File: src/rtl/fifo_pkg.sv
// Shared async-FIFO constants and Gray-code helpers, used by both pointer domains.
package fifo_pkg;

  localparam int ADDRSIZE_DFLT = 4;
  localparam int DEPTH         = 1 << ADDRSIZE_DFLT;
  localparam int PTRW          = ADDRSIZE_DFLT + 1;

  // Helpers work on zero-extended 32-bit values, so any pointer width up to 32 fits.
  function automatic logic [31:0] bin2gray(input logic [31:0] b);
    return b ^ (b >> 1);
  endfunction

  function automatic logic [31:0] gray2bin(input logic [31:0] g);
    logic [31:0] b;
    b[31] = g[31];
    for (int i = 30; i >= 0; i--) begin
      b[i] = b[i+1] ^ g[i];
    end
    return b;
  endfunction

endpackage

File: src/rtl/wptr_full_ctrl_if.sv
// Write-side bus between producer / read-domain pointer and the write pointer block.
interface wptr_full_ctrl_if
  import fifo_pkg::*;
#(
    parameter int ADDRSIZE = ADDRSIZE_DFLT
);
    // Handshake: a write is accepted on a wclk edge where winc=1 and wfull=0; winc while
    // wfull=1 is dropped and flagged in woverflow. There is no ready path back from winc.
    logic                winc;
    logic [ADDRSIZE:0]   rptr;
    logic                wovf_clr;
    logic [ADDRSIZE-1:0] waddr;
    logic [ADDRSIZE:0]   wptr;
    logic                wfull;
    logic                walmost_full;
    logic [ADDRSIZE:0]   wfree;
    logic                woverflow;

    modport master (
        output winc, rptr, wovf_clr,
        input  waddr, wptr, wfull, walmost_full, wfree, woverflow
    );

    modport slave (
        input  winc, rptr, wovf_clr,
        output waddr, wptr, wfull, walmost_full, wfree, woverflow
    );
endinterface

File: src/rtl/wptr_full_ctrl_sync_r2w.sv
// Two-flop synchronizer carrying the Gray read pointer into the write clock domain.
module sync_r2w
  import fifo_pkg::*;
#(
    parameter int WIDTH = PTRW
) (
    input  logic             clk_i,
    input  logic             rst_ni,
    input  logic [WIDTH-1:0] d_i,
    output logic [WIDTH-1:0] q_o
);
    logic [WIDTH-1:0] wq1_q;
    logic [WIDTH-1:0] wq2_q;

    always_ff @(posedge clk_i) begin
        if (!rst_ni) begin
            wq1_q <= '0;
            wq2_q <= '0;
        end else begin
            wq1_q <= d_i;
            wq2_q <= wq1_q;
        end
    end

    assign q_o = wq2_q;
endmodule

File: src/rtl/wptr_full_ctrl.sv
// Write-domain pointer/flag generator: binary+Gray write pointer, full, almost-full,
// free-slot count and sticky overflow, all registered on wclk.
module wptr_full_ctrl
  import fifo_pkg::*;
#(
    parameter int ADDRSIZE     = ADDRSIZE_DFLT,
    parameter int AFULL_THRESH = 2
) (
    input logic              wclk,
    input logic              wrst_n,
    wptr_full_ctrl_if.slave  bus
);
    localparam int   PW        = ADDRSIZE + 1;
    localparam int   NSLOT     = 1 << ADDRSIZE;
    localparam logic AFULL_RST = (NSLOT <= AFULL_THRESH);

    logic [PW-1:0] wq2_rptr;
    logic [PW-1:0] wbin_q,  wbin_d;
    logic [PW-1:0] wptr_q,  wptr_d;
    logic [PW-1:0] wfree_q, wfree_d;
    logic          wfull_q, wfull_d;
    logic          wafull_q, wafull_d;
    logic          wovf_q,  wovf_d;
    logic          wpush;
    logic [PW-1:0] rbin_s;
    logic [PW-1:0] used;

    sync_r2w #(.WIDTH(PW)) u_sync_r2w (
        .clk_i  (wclk),
        .rst_ni (wrst_n),
        .d_i    (bus.rptr),
        .q_o    (wq2_rptr)
    );

    // Flags and count all use the pre-edge synchronized pointer, so they stay mutually consistent.
    always_comb begin
        wpush    = bus.winc & ~wfull_q;
        wbin_d   = wbin_q + {{(PW-1){1'b0}}, wpush};
        wptr_d   = PW'(bin2gray(32'(wbin_d)));
        rbin_s   = PW'(gray2bin(32'(wq2_rptr)));
        used     = wbin_d - rbin_s;
        wfree_d  = PW'(NSLOT) - used;
        wfull_d  = (wptr_d == {~wq2_rptr[PW-1:PW-2], wq2_rptr[PW-3:0]});
        wafull_d = (32'(wfree_d) <= 32'(AFULL_THRESH));
        wovf_d   = (bus.winc & wfull_q) | (wovf_q & ~bus.wovf_clr);
    end

    always_ff @(posedge wclk) begin
        if (!wrst_n) begin
            wbin_q   <= '0;
            wptr_q   <= '0;
            wfree_q  <= PW'(NSLOT);
            wfull_q  <= 1'b0;
            wafull_q <= AFULL_RST;
            wovf_q   <= 1'b0;
        end else begin
            wbin_q   <= wbin_d;
            wptr_q   <= wptr_d;
            wfree_q  <= wfree_d;
            wfull_q  <= wfull_d;
            wafull_q <= wafull_d;
            wovf_q   <= wovf_d;
        end
    end

    assign bus.waddr        = wbin_q[ADDRSIZE-1:0];
    assign bus.wptr         = wptr_q;
    assign bus.wfull        = wfull_q;
    assign bus.walmost_full = wafull_q;
    assign bus.wfree        = wfree_q;
    assign bus.woverflow    = wovf_q;
endmodule
File: src/flat_wrapper.sv
// flat-port wrapper written by rule: the top's interface ports become plain ports
module wptr_full_ctrl_flat import fifo_pkg::*;
#(
    parameter int ADDRSIZE     = ADDRSIZE_DFLT,
    parameter int AFULL_THRESH = 2
)
  (wclk, wrst_n, bus_winc, bus_rptr, bus_wovf_clr, bus_waddr, bus_wptr, bus_wfull, bus_walmost_full, bus_wfree, bus_woverflow);
  wptr_full_ctrl_if #(.ADDRSIZE(ADDRSIZE)) bus_i ();
  input logic wclk;
  input logic wrst_n;
  input wire logic [$bits(bus_i.winc)-1:0] bus_winc;
  input wire logic [$bits(bus_i.rptr)-1:0] bus_rptr;
  input wire logic [$bits(bus_i.wovf_clr)-1:0] bus_wovf_clr;
  output wire logic [$bits(bus_i.waddr)-1:0] bus_waddr;
  output wire logic [$bits(bus_i.wptr)-1:0] bus_wptr;
  output wire logic [$bits(bus_i.wfull)-1:0] bus_wfull;
  output wire logic [$bits(bus_i.walmost_full)-1:0] bus_walmost_full;
  output wire logic [$bits(bus_i.wfree)-1:0] bus_wfree;
  output wire logic [$bits(bus_i.woverflow)-1:0] bus_woverflow;
  assign bus_i.winc = bus_winc;
  assign bus_i.rptr = bus_rptr;
  assign bus_i.wovf_clr = bus_wovf_clr;
  assign bus_waddr = bus_i.waddr;
  assign bus_wptr = bus_i.wptr;
  assign bus_wfull = bus_i.wfull;
  assign bus_walmost_full = bus_i.walmost_full;
  assign bus_wfree = bus_i.wfree;
  assign bus_woverflow = bus_i.woverflow;
  wptr_full_ctrl #(.ADDRSIZE(ADDRSIZE), .AFULL_THRESH(AFULL_THRESH)) u_core (.wclk(wclk), .wrst_n(wrst_n), .bus(bus_i));
endmodule
File: config.mk
export PLATFORM = sky130hd
export DESIGN_NAME = wptr_full_ctrl_flat
export DESIGN_NICKNAME = d
export VERILOG_FILES = /design/src/rtl/fifo_pkg.sv /design/src/rtl/wptr_full_ctrl_if.sv /design/src/rtl/wptr_full_ctrl_sync_r2w.sv /design/src/rtl/wptr_full_ctrl.sv /design/src/flat_wrapper.sv
export SDC_FILE = /design/constraint.sdc
export NUM_CORES = 1
export LEC_CHECK = 0
export ABC_AREA = 1
export ABC_CLOCK_PERIOD_IN_PS = 3000
export CAP_MARGIN = 10
export CORE_MARGIN = 2
export CORE_UTILIZATION = 50
export CTS_CLUSTER_DIAMETER = 80
export CTS_CLUSTER_SIZE = 40
export DETAILED_ROUTE_END_ITERATION = 8
export PLACE_DENSITY = 0.83
export RECOVER_POWER = 100
export SYNTH_ARGS = -nofsm -noshare
export SYNTH_HDL_FRONTEND = slang
export SYNTH_SLANG_ARGS = --single-unit
File: constraint.sdc
create_clock -name wclk -period 3 [get_ports wclk]
set_input_delay 0.75 -clock wclk [delete_from_list [all_inputs] [get_ports wclk]]
set_output_delay 0.75 -clock wclk [all_outputs]
set_load 0.005 [all_outputs]
# After elaboration in Yosys (flattened, before gate mapping)
# Index checks and enable logic that the tools add are counted.
[totals] in_bits=9 register_bits=28 elab_cells=25 out_inout_bits=17
[op_classes] bitwise=12 order_cmp=1 add_sub_neg=3 eq_ne=1
[op_table] cell="$add A5 B1 Y5" count=1
[op_table] cell="$eq A5 B5 Y1" count=1
[op_table] cell="$le A5 B2 Y1 const B" count=1
[op_table] cell="$sub A5 B5 Y5" count=1
[op_table] cell="$sub A5 B5 Y5 const A" count=1
[op_table] cell="$xor A5 B4 Y5" count=1
[op_table] cell="$xor A1 B1 Y1" count=4
[op_table] cell="$and A1 B1 Y1" count=3
[op_table] cell="$not A1 Y1" count=2
[op_table] cell="$not A2 Y2" count=1
[op_table] cell="$or A1 B1 Y1" count=1

# Depth between registers and ports, before layout
# Gate-level depths: netlist of the first run.
[logic_depth] ltp_word=7 mapped_depth=19

# By module
# Synthesis of the first run repeated with hierarchy kept, for this count alone.
[unflattened] hier_cells=180 area_unflattened_um2=1307.5
[modules_own_cells] mod="wptr_full_ctrl" area_each_um2=1021.0 seq_area_each_um2=340.3 cells_each=149 instances=1
[modules_own_cells] mod="sync_r2w" area_each_um2=286.5 seq_area_each_um2=200.2 cells_each=31 instances=1

# Worst setup path after synthesis of the first run
# No wires, ideal clock.
[synth_timing] kind="input port to flip-flop" startpoint="input bus_winc" endpoint="register u_core.wafull_q, in the netlist u_core.bus.walmost_full" t_arrival_ns=2.634 cell_stages=12 setup_slack_ns=0.302 setup_ns=0.064 path_cell_list="inv_1 > nor2_1 > ha_1 > ha_1 > inv_1 > ha_1 > ha_1 > inv_1 > fa_1 > xor2_1 > o211ai_1 > nor2_1"
[synth_between] elab_chain_cells=5
[synth_lines] element="start: declaration" line_no="flat_wrapper.sv:11" text="input wire logic [$bits(bus_i.winc)-1:0] bus_winc;"
[synth_lines] element="$and A1 B1 Y1" line_no="wptr_full_ctrl.sv:37" text="wpush = bus.winc & ~wfull_q;"
[synth_lines] element="$add A5 B1 Y5" line_no="wptr_full_ctrl.sv:38" text="wbin_d = wbin_q + {{(PW-1){1'b0}}, wpush};"
[synth_lines] element="net u_core.wbin_d[1]" line_no="wptr_full_ctrl.sv:18" text="logic [PW-1:0] wbin_q, wbin_d;"
[synth_lines] element="$sub A5 B5 Y5" line_no="wptr_full_ctrl.sv:41" text="used = wbin_d - rbin_s;"
[synth_lines] element="$sub A5 B5 Y5" line_no="wptr_full_ctrl.sv:42" text="wfree_d = PW'(NSLOT) - used;"
[synth_lines] element="$le A5 B2 Y1" line_no="wptr_full_ctrl.sv:44" text="wafull_d = (32'(wfree_d) <= 32'(AFULL_THRESH));"
[synth_lines] element="end signal: assignment" line_no="wptr_full_ctrl.sv:61" text="wafull_q <= wafull_d;"
[synth_lines] element="end: declaration" line_no="wptr_full_ctrl.sv:22" text="logic wafull_q, wafull_d;"
# The timed path passes the listed nets, and every way through them passes these cells.
# A chain may end at the register's enable or synchronous reset.

# Worst setup path in the final report of the first run
# Same ends and word-level chain as after synthesis.

==> results list, run 1 <==
- Worst setup slack for register-to-register paths: 580 ps
* Fin Setup TNS: 0 ps
* Initial Utilization: 0.520
* Most frequent standard cell in the layout excluding fill and tap cells: sky130_fd_sc_hd__nand2_1
- Routability Congestion: 0.900
* Number of post-CTS setup repair buffers: 0
- The worst pin sits at a relative slew slack of 0.784.
- Worst min-delay path category: reg2reg
- Of the total power, the clock network draws 0.194.
- Slew of the pin with the lowest slew margin: 324 ps
- Across the routed clock network, the largest skew measured is 4.52 ps.
- Clock slew seen by the registers of the worst setup and hold paths: 130 ps
- Routed signal wires occupy layers up through met4.
- For this run, the post-layout net count is 232.
* Sum of met2 wire segment lengths after detailed routing: 1150 um
* Post-detailed-route wirelength per cell: 9.35 um
- Biggest area contributors in the synthesized netlist: sky130_fd_sc_hd__dfxtp_1 (43%), sky130_fd_sc_hd__nand2_1 (18%), sky130_fd_sc_hd__inv_1 (9.8%)
- Worst-path cell with the longest stage delay: sky130_fd_sc_hd__clkdlybuf4s50_1
- Length of routed wiring on met1: 973 um
- Share of the synthesized area in the top cell type: 0.427
- Summed over all layers, the global routing overflow is 0.
- Setup violations remaining at the end of the flow were counted as 0.
- The filler cells instantiated in the layout total 220.
- Startpoint Class: primary input
- Portion of total power attributed to sequential cells: 0.519
- For this run, the register share of the synthesized area comes to 0.427.
- Row count: 18
- Input and output buffers added on the ports amount to 25.
* Net count of the mapped netlist: 197
- CP Data Arrival Time: 3100 ps
- Critical path class: in2reg
- Required time at the worst-slack endpoint: 3220 ps
* Pin count of the biggest net entering global routing: 15
- The cell that appears most often on the critical path is sky130_fd_sc_hd__inv_1.
- Final Cycle Share: 0.957
* Synthesized area per cell: 7.07 um2
- Reg2Reg Capture Point: u_core.bus.walmost_full$_SDFF_PN0_
- Area growth syn-to-layout: 29.7%
- WHS Endpoint: u_core.u_sync_r2w.q_o[1]$_SDFF_PN0_
- Wire length of the first global-routing pass: 3970 um
- The critical path goes through clkdlybuf4s50_1 > inv_1 > nor2_1 > ha_2 > ha_2 > inv_1 > ha_1 > ha_1 > inv_1 > fa_1 > o211ai_1 > nor2_1.
- Synthesis produced a netlist whose cell count is 179.
- Final hold violation count: 0
- The startpoint identified for the worst register-to-register timing path is u_core.u_sync_r2w.q_o[4]$_SDFF_PN0_.
- After clock tree synthesis, the flow added hold-fix buffers numbering 0.
- The wire-length estimate of the detail-placed layout is 1900 um.
* Overall die height: 54.3 um
- The clock passes through at most 2 buffers.
- Post-synthesis sequential element count: 27
- The pre-antenna-repair detailed-routing pass consisted of 4 iterations.
- The smallest clock period supported by the final layout is computed as 2870 ps.
- The number of antenna violations at the first check in global routing was 0.
* Total global-route track usage: 0.186
* Max-cap violation count: 0
- 0 antenna diodes ended up in the layout.
- The number of pins exceeding their max-slew limit in the final report came to 0.
- Routed wire length: 2270 um
* Power density relative to cell area: 471 nW/um2
* Total via count in the routed design: 1,129
- In this run the clock root is driven by a sky130_fd_sc_hd__clkbuf_4.
- Critical path endpoint category: flop
* Number of design rule violations left after detail routing: 0
- Number of clock sinks seen by CTS: 27
* Top-level port count: 26
- Length in cells of the worst reg-to-reg path: 16
* Critical Path Max Stage Delay: 480 ps
- Run status: finished clean
* Switching Fraction: 0.277
- Routed Antenna Nets: 0
- The die covers 2950 um2.
- Summed over all cells, the static leakage comes to 0.000847 uW.
* Share of total power in combinational logic: 0.287
- Ratio of cells with drive above 1 in the final layout: 0.0986
- In this run, distinct cell masters in the synthesized netlist total 18.
- During synthesis, Yosys emitted a total of 0 warnings.
* Top library cells by usage in the layout, fill and taps aside: sky130_fd_sc_hd__nand2_1 (61), sky130_fd_sc_hd__inv_1 (33), sky130_fd_sc_hd__dfxtp_1 (27)
- In this run the number of H-tree levels came out at 1.
- Timing would allow up to 348 MHz.
- NetSw: 214 uW
- CTS buffer count: 3
- Power after layout: 773 uW
- TritonCTS built the clock tree.
* Start point of the worst min-delay path: u_core.u_sync_r2w.wq1_q[1]$_SDFF_PN0_
- Avg Vias per Cell: 4.65
- Initial detailed-routing violation count: 14
- Netlist area before placement: 1260 um2
- Area of the core region: 2430 um2
* Cell type contributing the most total cell area after synthesis: sky130_fd_sc_hd__dfxtp_1
- Measured along the x axis, the die boundary spans 54.3 um.
- Maximum fanout encountered on the critical timing path: 4
- Met3 wirelength from detailed routing: 99 um
* Via count of the first global-routing pass: 1,054
- Internal power comes to 559 uW.
- Insertion delay of the later-clocked pin in the worst-skew pair: 320 ps
* Instance count along the most critical hold path: 2
* Maximum vdd drop: 0.365 mV
-- state kept, by name, indices dropped and copies added (netlist names) --
signal / flops
u_core.wbin_q: 4
u_core.bus.wptr: 5
u_core.bus.wfree: 5
u_core.u_sync_r2w.q_o: 5
u_core.bus.walmost_full: 1
u_core.bus.wfull: 1
u_core.bus.woverflow: 1
u_core.u_sync_r2w.wq1_q: 5
-- how the worst max path moves through the flow --
stage | from | to | slack (ps) | cells after the start
final | bus_winc | u_core.bus.walmost_full$_SDFF_PN0_ | 130 | 12
after global routing | bus_winc | u_core.bus.walmost_full$_SDFF_PN0_ | -30 | 16
after global placement | bus_winc | u_core.bus.walmost_full$_SDFF_PN0_ | -150 | 13
after CTS | bus_winc | u_core.bus.walmost_full$_SDFF_PN0_ | 110 | 14
after floorplan | bus_winc | u_core.bus.walmost_full$_SDFF_PN0_ | 300 | 12
after detailed placement | bus_winc | u_core.bus.walmost_full$_SDFF_PN0_ | -230 | 14
-- cell type report --
type | instances | area, um2 | share of cell area
Clock buffer | 4 | 26.3 | 0.0160
Inverter | 33 | 124 | 0.0755
Multi-Input combinational cell | 115 | 594 | 0.362
Sequential cell | 27 | 541 | 0.330
Tap cell | 30 | 37.5 | 0.0229
Timing Repair Buffer | 34 | 318 | 0.194
-- timing repair --
item                                    CTS  global route
endpoints found under the hold margin     0             0
gates resized for setup                   0             4
endpoints found under the setup margin    0             2
-- metrics by stage --
step / worst slack (ps) / utilization / cells / area, um2 / hold WS, ps
global route: -25.6 / 0.674 / 243 / 1640 / 463
global placement: -148 / 0.657 / 239 / 1600 / 394
detailed placement: -226 / 0.657 / 239 / 1600 / 405
finish: 128 / 0.674 / 243 / 1640 / 427
CTS: 111 / 0.668 / 243 / 1620 / 432
floorplan: 302 / - / 179 / 1260 / 390
-- Yosys cell counts (all sizes together) --
| library cell | n |
|---|---|
| dfxtp | 27 |
| nand4 | 3 |
| fa | 1 |
| a21oi | 5 |
| inv | 33 |
| ha | 8 |
| nand3b | 1 |
| xor2 | 1 |
| nand2 | 64 |
| nor2 | 19 |
| clkbuf | 3 |
| nand3 | 11 |
| o211ai | 1 |
| buf | 1 |
| xnor2 | 1 |
-- per-layer routing --
metal,GRT usage,up-vias
li1,-,603
met1,0.211,498
met2,0.335,22
met3,0.0328,6
met4,0.0875,0
met5,0,-
-- power groups by stage --
stage	Sequential (uW)	Clock, uW	Combinational, uW
2_1_floorplan	411	0	119
3_3_place_gp	408	0	208
3_5_place_dp	410	0	217
4_1_cts	401	158	218
5_1_grt	405	176	255
6_report	401	150	222
-- cell families after synthesis --
group,after synthesis,share of synthesized area
simple gates,98,0.322
buf+inv,37,0.116
fa+ha+maj,9,0.0950
xor+xnor,2,0.0139
compound gates,6,0.0257
flops,27,0.427
-- worst max-delay path, delay by kind of cell --
family	cells	cell delay (ps)
adder cells (fa/ha/maj)	5	1390
AO/OA/AOI/OAI	1	110
AND/OR/NAND/NOR	2	160
buffers and inverters	4	680
(Power assumes the default switching activity.)
==> run 2, diff against run 1 <==
CAP_MARGIN = not set   (was 10)
RECOVER_POWER = not set   (was 100)
==> results list, run 2 (synthesis gave the netlist of run 1 again) <==
* Instance count along the most critical hold path: 2 (unchanged)
- The total power after layout is 774 uW (about the same).
* Post-detailed-route wirelength per cell: 9.36 um (about the same)
* Startpoint Class: primary input
- Critical path class: in2reg
- The detailed placement HPWL came to 1900 um (unchanged).
* Number of clock sinks seen by CTS: 27 (unchanged)
- The design internal power came to 560 uW (about the same).
- Overall die height: 54.3 um (unchanged)
- CTS buffer count: 3 (unchanged)
- The delay of the slowest critical-path stage came to 480 ps (about the same).
* Top library cells by usage in the layout, fill and taps aside: sky130_fd_sc_hd__nand2_1 (61), sky130_fd_sc_hd__inv_1 (33), sky130_fd_sc_hd__dfxtp_1 (27)
- Switching Fraction: 0.277 (about the same)
- Maximum vdd drop: 0.365 mV (about the same)
- Clock network fraction of design power: 0.194 (about the same)
- Portion of total power attributed to sequential cells: 0.519 (about the same)
* Via count of the first global-routing pass: 1,054 (unchanged)
- Max-cap violation count: 0 (unchanged)
- The source-to-sink clock delay at the later pin of the worst-skew pair came to 320 ps (about the same).
- The transition time at the pin with the least slew margin came to 326 ps (+1.31 ps).
- Static leakage: 0.000847 uW (about the same)
* Clk Tree Root Cell: sky130_fd_sc_hd__clkbuf_4
* WHS Endpoint: u_core.u_sync_r2w.q_o[1]$_SDFF_PN0_
* Most used cell, CP: sky130_fd_sc_hd__inv_1
* First-pass DRT Iterations: 4 (unchanged)
- Number of design rule violations left after detail routing: 0 (unchanged)
* Most frequent standard cell in the layout excluding fill and tap cells: sky130_fd_sc_hd__nand2_1
- The total number of nets in the final design is 232 (unchanged).
* Routed Antenna Nets: 0 (unchanged)
- The overall routed net length is 2270 um (about the same).
- The count of cells along the worst register-to-register path came to 16 (unchanged).
* Reg2Reg Capture Point: u_core.bus.walmost_full$_SDFF_PN0_
- Worst-case clock skew: 4.52 ps (unchanged)
- The count of final hold-check violations came to 0 (unchanged).
- The number of pins exceeding their max-slew limit in the final report came to 0 (unchanged).
* Ratio of cells with drive above 1 in the final layout: 0.0986 (unchanged)
- The floorplan die width is 54.3 um (unchanged).
- The worst setup path is captured at a flop.
- Top-level port count: 26 (unchanged)
- Area of the core region: 2430 um2 (unchanged)
- The effective utilization at floorplan was 0.520 (unchanged).
* Hold buffer count at cts: 0 (unchanged)
* Area growth syn-to-layout: 29.7% (unchanged)
- Final worst-path setup slack: 128 ps (unchanged)
- The internal reg-to-reg setup slack came to 580 ps (about the same).
* Number of post-CTS setup repair buffers: 0 (unchanged)
- The highest clock rate came to 348 MHz (unchanged).
- NetSw: 214 uW (unchanged)
- Cells along the critical path: clkdlybuf4s50_1 > inv_1 > nor2_1 > ha_2 > ha_2 > inv_1 > ha_1 > ha_1 > inv_1 > fa_1 > o211ai_1 > nor2_1
- The final weighted congestion in routability-driven placement came to 0.900 (unchanged).
* CTS tree: yes
- The total track usage is 0.186 (unchanged).
- Required time at the worst-slack endpoint: 3220 ps (about the same)
- The maximum fanout encountered on the critical timing path came to 4 (unchanged).
- The part of the power in combinational logic was 0.287 (about the same).
- The wire length of the first global-routing pass is 3970 um (unchanged).
- The worst setup timing slack at the placement stage came to -226 ps (unchanged).
- Buffers on Ports: 25 (unchanged)
- Start point of the worst min-delay path: u_core.u_sync_r2w.wq1_q[1]$_SDFF_PN0_
- The final cycle utilization of the critical path is 0.957 (unchanged).
* Number of buffers on the longest clock path: 2 (unchanged)
* Total via count in the routed design: 1,129 (unchanged)
* Row count: 18 (unchanged)
* Worst-path cell with the longest stage delay: sky130_fd_sc_hd__clkdlybuf4s50_1
- The DRC marker count from the first detailed-route iteration came to 14 (unchanged).
- The flow ran to the end, and the final reports show no timing, DRC or antenna violations.
- Max-slew headroom: 0.783 (-0.000872)
- Cells resized by post-CTS repair: 0 (unchanged)
- The depth of the CTS H-tree is 1 (unchanged).
* Total grt overflow: 0 (unchanged)
* Die Footprint: 2950 um2 (unchanged)
- The setup violation total in the final timing report was 0 (unchanged).
* Time the worst path needs with I/O delays and setup: 2870 ps (unchanged)
- The worst hold path belongs to the class reg2reg.
- The cell area power density was 472 nW/um2 (about the same).
- The clock-pin slew reported for the worst setup and hold paths after clock tree synthesis was 130 ps (about the same).
* Antenna violations before repair: 0 (unchanged)
* Reg-to-reg startpoint: u_core.u_sync_r2w.q_o[4]$_SDFF_PN0_
- Fin Setup TNS: 0 ps (unchanged)
- Avg Vias per Cell: 4.65 (unchanged)
* Pin count of the biggest net entering global routing: 15 (unchanged)
- The arrival time at the worst endpoint is 3100 ps (about the same).
* Final antenna diode count: 0 (unchanged)
==> run 2: changes by cell type in the layout (fill, tap and decap cells not counted), sizes merged <==
cell,change
dlygate4sd3,-1
clkdlybuf4s50,+1
==> run 2: power groups by stage <==
stage	clock, uW	sequential, uW	combinational, uW
detailed placement	0	410	217
finish	150	401	222
global route	176	405	256
global placement	0	408	208
CTS	158	401	218
floorplan	0	411	119
==> run 2: metal layers <==
layer,track usage,share of wire,routed length (um)
met2,0.335,0.51,1150
met5,0,0,0
met3,0.0328,0.044,99
met1,0.211,0.43,973
met4,0.0875,0.022,50
==> run 2: layout make-up <==
type,instances,area [um2]
clock buffers,4,26.3
inverters,33,124
well taps,30,37.5
repair buffers,34,318
fillers,220,792
flip-flops and latches,27,541
multi-input cells,115,594
==> run 2: worst max-delay path by stage <==
stage / from / endpoint / slack [ps] / cells after the start
3_3_place_gp: bus_winc / u_core.bus.walmost_full$_SDFF_PN0_ / -150 / 13
6_report: bus_winc / u_core.bus.walmost_full$_SDFF_PN0_ / 130 / 12
3_5_place_dp: bus_winc / u_core.bus.walmost_full$_SDFF_PN0_ / -230 / 14
2_1_floorplan: bus_winc / u_core.bus.walmost_full$_SDFF_PN0_ / 300 / 12
4_1_cts: bus_winc / u_core.bus.walmost_full$_SDFF_PN0_ / 110 / 14
5_1_grt: bus_winc / u_core.bus.walmost_full$_SDFF_PN0_ / -30 / 16
==> run 2: worst max-delay path, delay by kind of cell <==
family / cells / cell delay (ps)
adders and majority gates: 5 / 1390
buffers and inverters: 4 / 680
AOI/OAI and AO/OA: 1 / 110
and+or+nand+nor: 2 / 160
==> run 2: through the flow <==
| stage | utilization | std cells | hold slack, ps | instance area [um2] |
|---|---|---|---|---|
| 5_1_grt | 0.674 | 243 | 463 | 1640 |
| 2_1_floorplan | - | 179 | 390 | 1260 |
| 3_5_place_dp | 0.657 | 239 | 405 | 1600 |
| 3_3_place_gp | 0.657 | 239 | 394 | 1600 |
| 4_1_cts | 0.668 | 243 | 432 | 1620 |
| 6_report | 0.674 | 243 | 427 | 1640 |
==> run 3, diff against run 2 <==
GPL_ROUTABILITY_DRIVEN = 0   (was not set)
==> results list, run 3 (synthesis gave the netlist of run 1 again) <==
- Run status: finished clean
- Worst hold slack after final layout: 428 ps (+0.866 ps)
- HPWL Detailed: 2110 um (+11%)
- The worst setup path is launched from a primary input.
* Top library cells by usage in the layout, fill and taps aside: sky130_fd_sc_hd__nand2_1 (61), sky130_fd_sc_hd__inv_1 (32), sky130_fd_sc_hd__dfxtp_1 (27)
- The die outline area was 2950 um2 (unchanged).
- Fin cells: 244 (+0.41%)
- First-pass DRT Iterations: 7 (+3)
- The depth of the CTS H-tree is 1 (unchanged).
- The floorplan die width came to 54.3 um (unchanged).
- The least setup slack across all paths after layout came to 131 ps (+3.03 ps).
- Slew Viols, Final: 0 (unchanged)
* Pin count of the biggest net entering global routing: 15 (unchanged)
- The data required time at the worst endpoint was 3280 ps (+60 ps).
- The post-detailed-route wirelength per cell was 11.7 um (+25%).
- Routed wire length: 2850 um (+26%)
- Hold buffer count at cts: 0 (unchanged)
* Final hold violation count: 0 (unchanged)
* Final Cycle Share: 0.956 (-0.00101)
* Initial Utilization: 0.520 (unchanged)
- The wire length of the first global-routing pass was 4370 um (+10%).
- The leakage power was 0.000850 uW (+0.33%).
- CTS tree: yes
- Total via count in the routed design: 1,244 (+10%)
- Power Internal: 570 uW (+1.9%)
- The DRC marker count from the first detailed-route iteration is 30 (+16).
* Critical path class: in2reg
- Max-cap violation count: 0 (unchanged)
- Maximum fanout encountered on the critical timing path: 4 (unchanged)
- The chip height came to 54.3 um (unchanged).
- The arrival time at the worst endpoint came to 3150 ps (+50 ps).
* Total grt overflow: 0 (unchanged)
- The remaining max-slew budget at the tightest pin is 0.756 (-0.0268).
- Maximum vdd drop: 0.379 mV (+3.7%)
- The number of inserted diodes came to 0 (unchanged).
- The floorplan core area is 2430 um2 (unchanged).
- The number of global-route vias before repair came to 1,111 (+5.4%).
- STA classifies the critical path endpoint as a flop.
* Switching Fraction: 0.292 (+0.0151)
- The number of standard-cell rows in the floorplan is 18 (unchanged).
- The number of input and output port buffers inserted is 25 (unchanged).
- The via count normalized by instance count was 5.10 (+9.7%).
- The remaining antenna violation count after routing is 0 (unchanged).
- Power density relative to cell area: 483 nW/um2 (+2.3%)
* Clk Tree Root Cell: sky130_fd_sc_hd__clkbuf_4
- Area growth syn-to-layout: 31.8%
- The source-to-sink clock delay at the later pin of the worst-skew pair came to 320 ps (about the same).
* Number of buffers on the longest clock path: 2 (unchanged)
* Power after layout: 805 uW (+4.0%)
- Worst min-delay path category: reg2reg
- The fraction of power consumed by sequential logic is 0.500 (-0.019).
* Most frequent standard cell in the layout excluding fill and tap cells: sky130_fd_sc_hd__nand2_1
* Filler instances: 202 (-8.2%)
- The total number of nets in the final design was 233 (+0.43%).
* Achievable Freq: 349 MHz (+0.11%)
* Clock slew seen by the registers of the worst setup and hold paths: 130 ps (about the same)
- Post-place setup slack: -264 ps (-38.0 ps)
* Number of design rule violations left after detail routing: 0 (unchanged)
- The fraction of power consumed by the clock network came to 0.192 (-0.002).
* Total global-route track usage: 0.204 (+0.0181)
* CTS buffer count: 3 (unchanged)
- The number of placed I/O pins is 26 (unchanged).
- Worst-case clock skew: 2.72 ps (-1.80 ps)
* Final-report setup violation count: 0 (unchanged)
- Time the worst path needs with I/O delays and setup: 2870 ps (-3.03 ps)
* Placed Instances: 239 (unchanged)
- The share of cells above drive strength 1 came to 0.126 (+0.0276).
- Antenna violations before repair: 0 (unchanged)
- The part of the power in combinational logic was 0.308 (+0.021).
- The number of sinks handled by clock tree synthesis came to 27 (unchanged).
- Slew of the pin with the lowest slew margin: 366 ps (+40.1 ps)
* NetSw: 235 uW (+9.7%)
## run 3: power groups by stage
stage	logic [uW]	clock network, uW	registers (uW)
global placement	208	0	408
CTS	226	158	402
floorplan	119	0	411
global route	278	171	406
finish	248	155	402
detailed placement	225	0	410
## run 3: path summary, 6_finish.rpt
kind	from	to	slack (ps)	cells past startpoint
max	bus_winc	u_core.bus.walmost_full$_SDFF_PN0_	130	13
min	u_core.u_sync_r2w.wq1_q[1]$_SDFF_PN0_	u_core.u_sync_r2w.q_o[1]$_SDFF_PN0_	430	2
max reg2reg	u_core.u_sync_r2w.q_o[4]$_SDFF_PN0_	u_core.bus.walmost_full$_SDFF_PN0_	450	16
min reg2reg	u_core.u_sync_r2w.wq1_q[1]$_SDFF_PN0_	u_core.u_sync_r2w.q_o[1]$_SDFF_PN0_	430	2
## run 3: layer usage
layer / part of all wire / track usage
met5: 0 / 0
met4: 0.023 / 0.104
met3: 0.068 / 0.0246
met2: 0.53 / 0.390
met1: 0.38 / 0.217
## run 3: what timing repair did
action / CTS / global route
buffers inserted: 0 / 1
resized for setup: 0 / 9
endpoints found under the setup margin: 0 / 2
endpoints found under the hold margin: 0 / 0
## run 3: critical path: stages
cell and delay (ps):
sky130_fd_sc_hd__clkdlybuf4s50_1 420, sky130_fd_sc_hd__inv_1 60, sky130_fd_sc_hd__nor2_1 40, sky130_fd_sc_hd__ha_2 200
sky130_fd_sc_hd__ha_2 330, sky130_fd_sc_hd__inv_1 50, sky130_fd_sc_hd__ha_1 280, sky130_fd_sc_hd__ha_2 190
sky130_fd_sc_hd__inv_2 50, sky130_fd_sc_hd__fa_2 370, sky130_fd_sc_hd__xor2_2 190, sky130_fd_sc_hd__o211ai_1 110
sky130_fd_sc_hd__nor2_1 100
## run 3: layout make-up
type	instances	area (um2)	share of cell area
flip-flops and latches	27	541	0.324
clock buffers	4	26.3	0.0158
multi-input cells	115	614	0.368
inverters	33	124	0.0743
repair buffers	35	325	0.195
well taps	30	37.5	0.0225
## run 3: per-stage QoR
step | TNS [ps] | area, um2 | util
after floorplan | 0 | 1260 | -
after global placement | -261 | 1600 | 0.657
after detailed placement | -739 | 1600 | 0.657
after CTS | 0 | 1620 | 0.668
after global routing | -23.3 | 1670 | 0.686
final | 0 | 1670 | 0.686
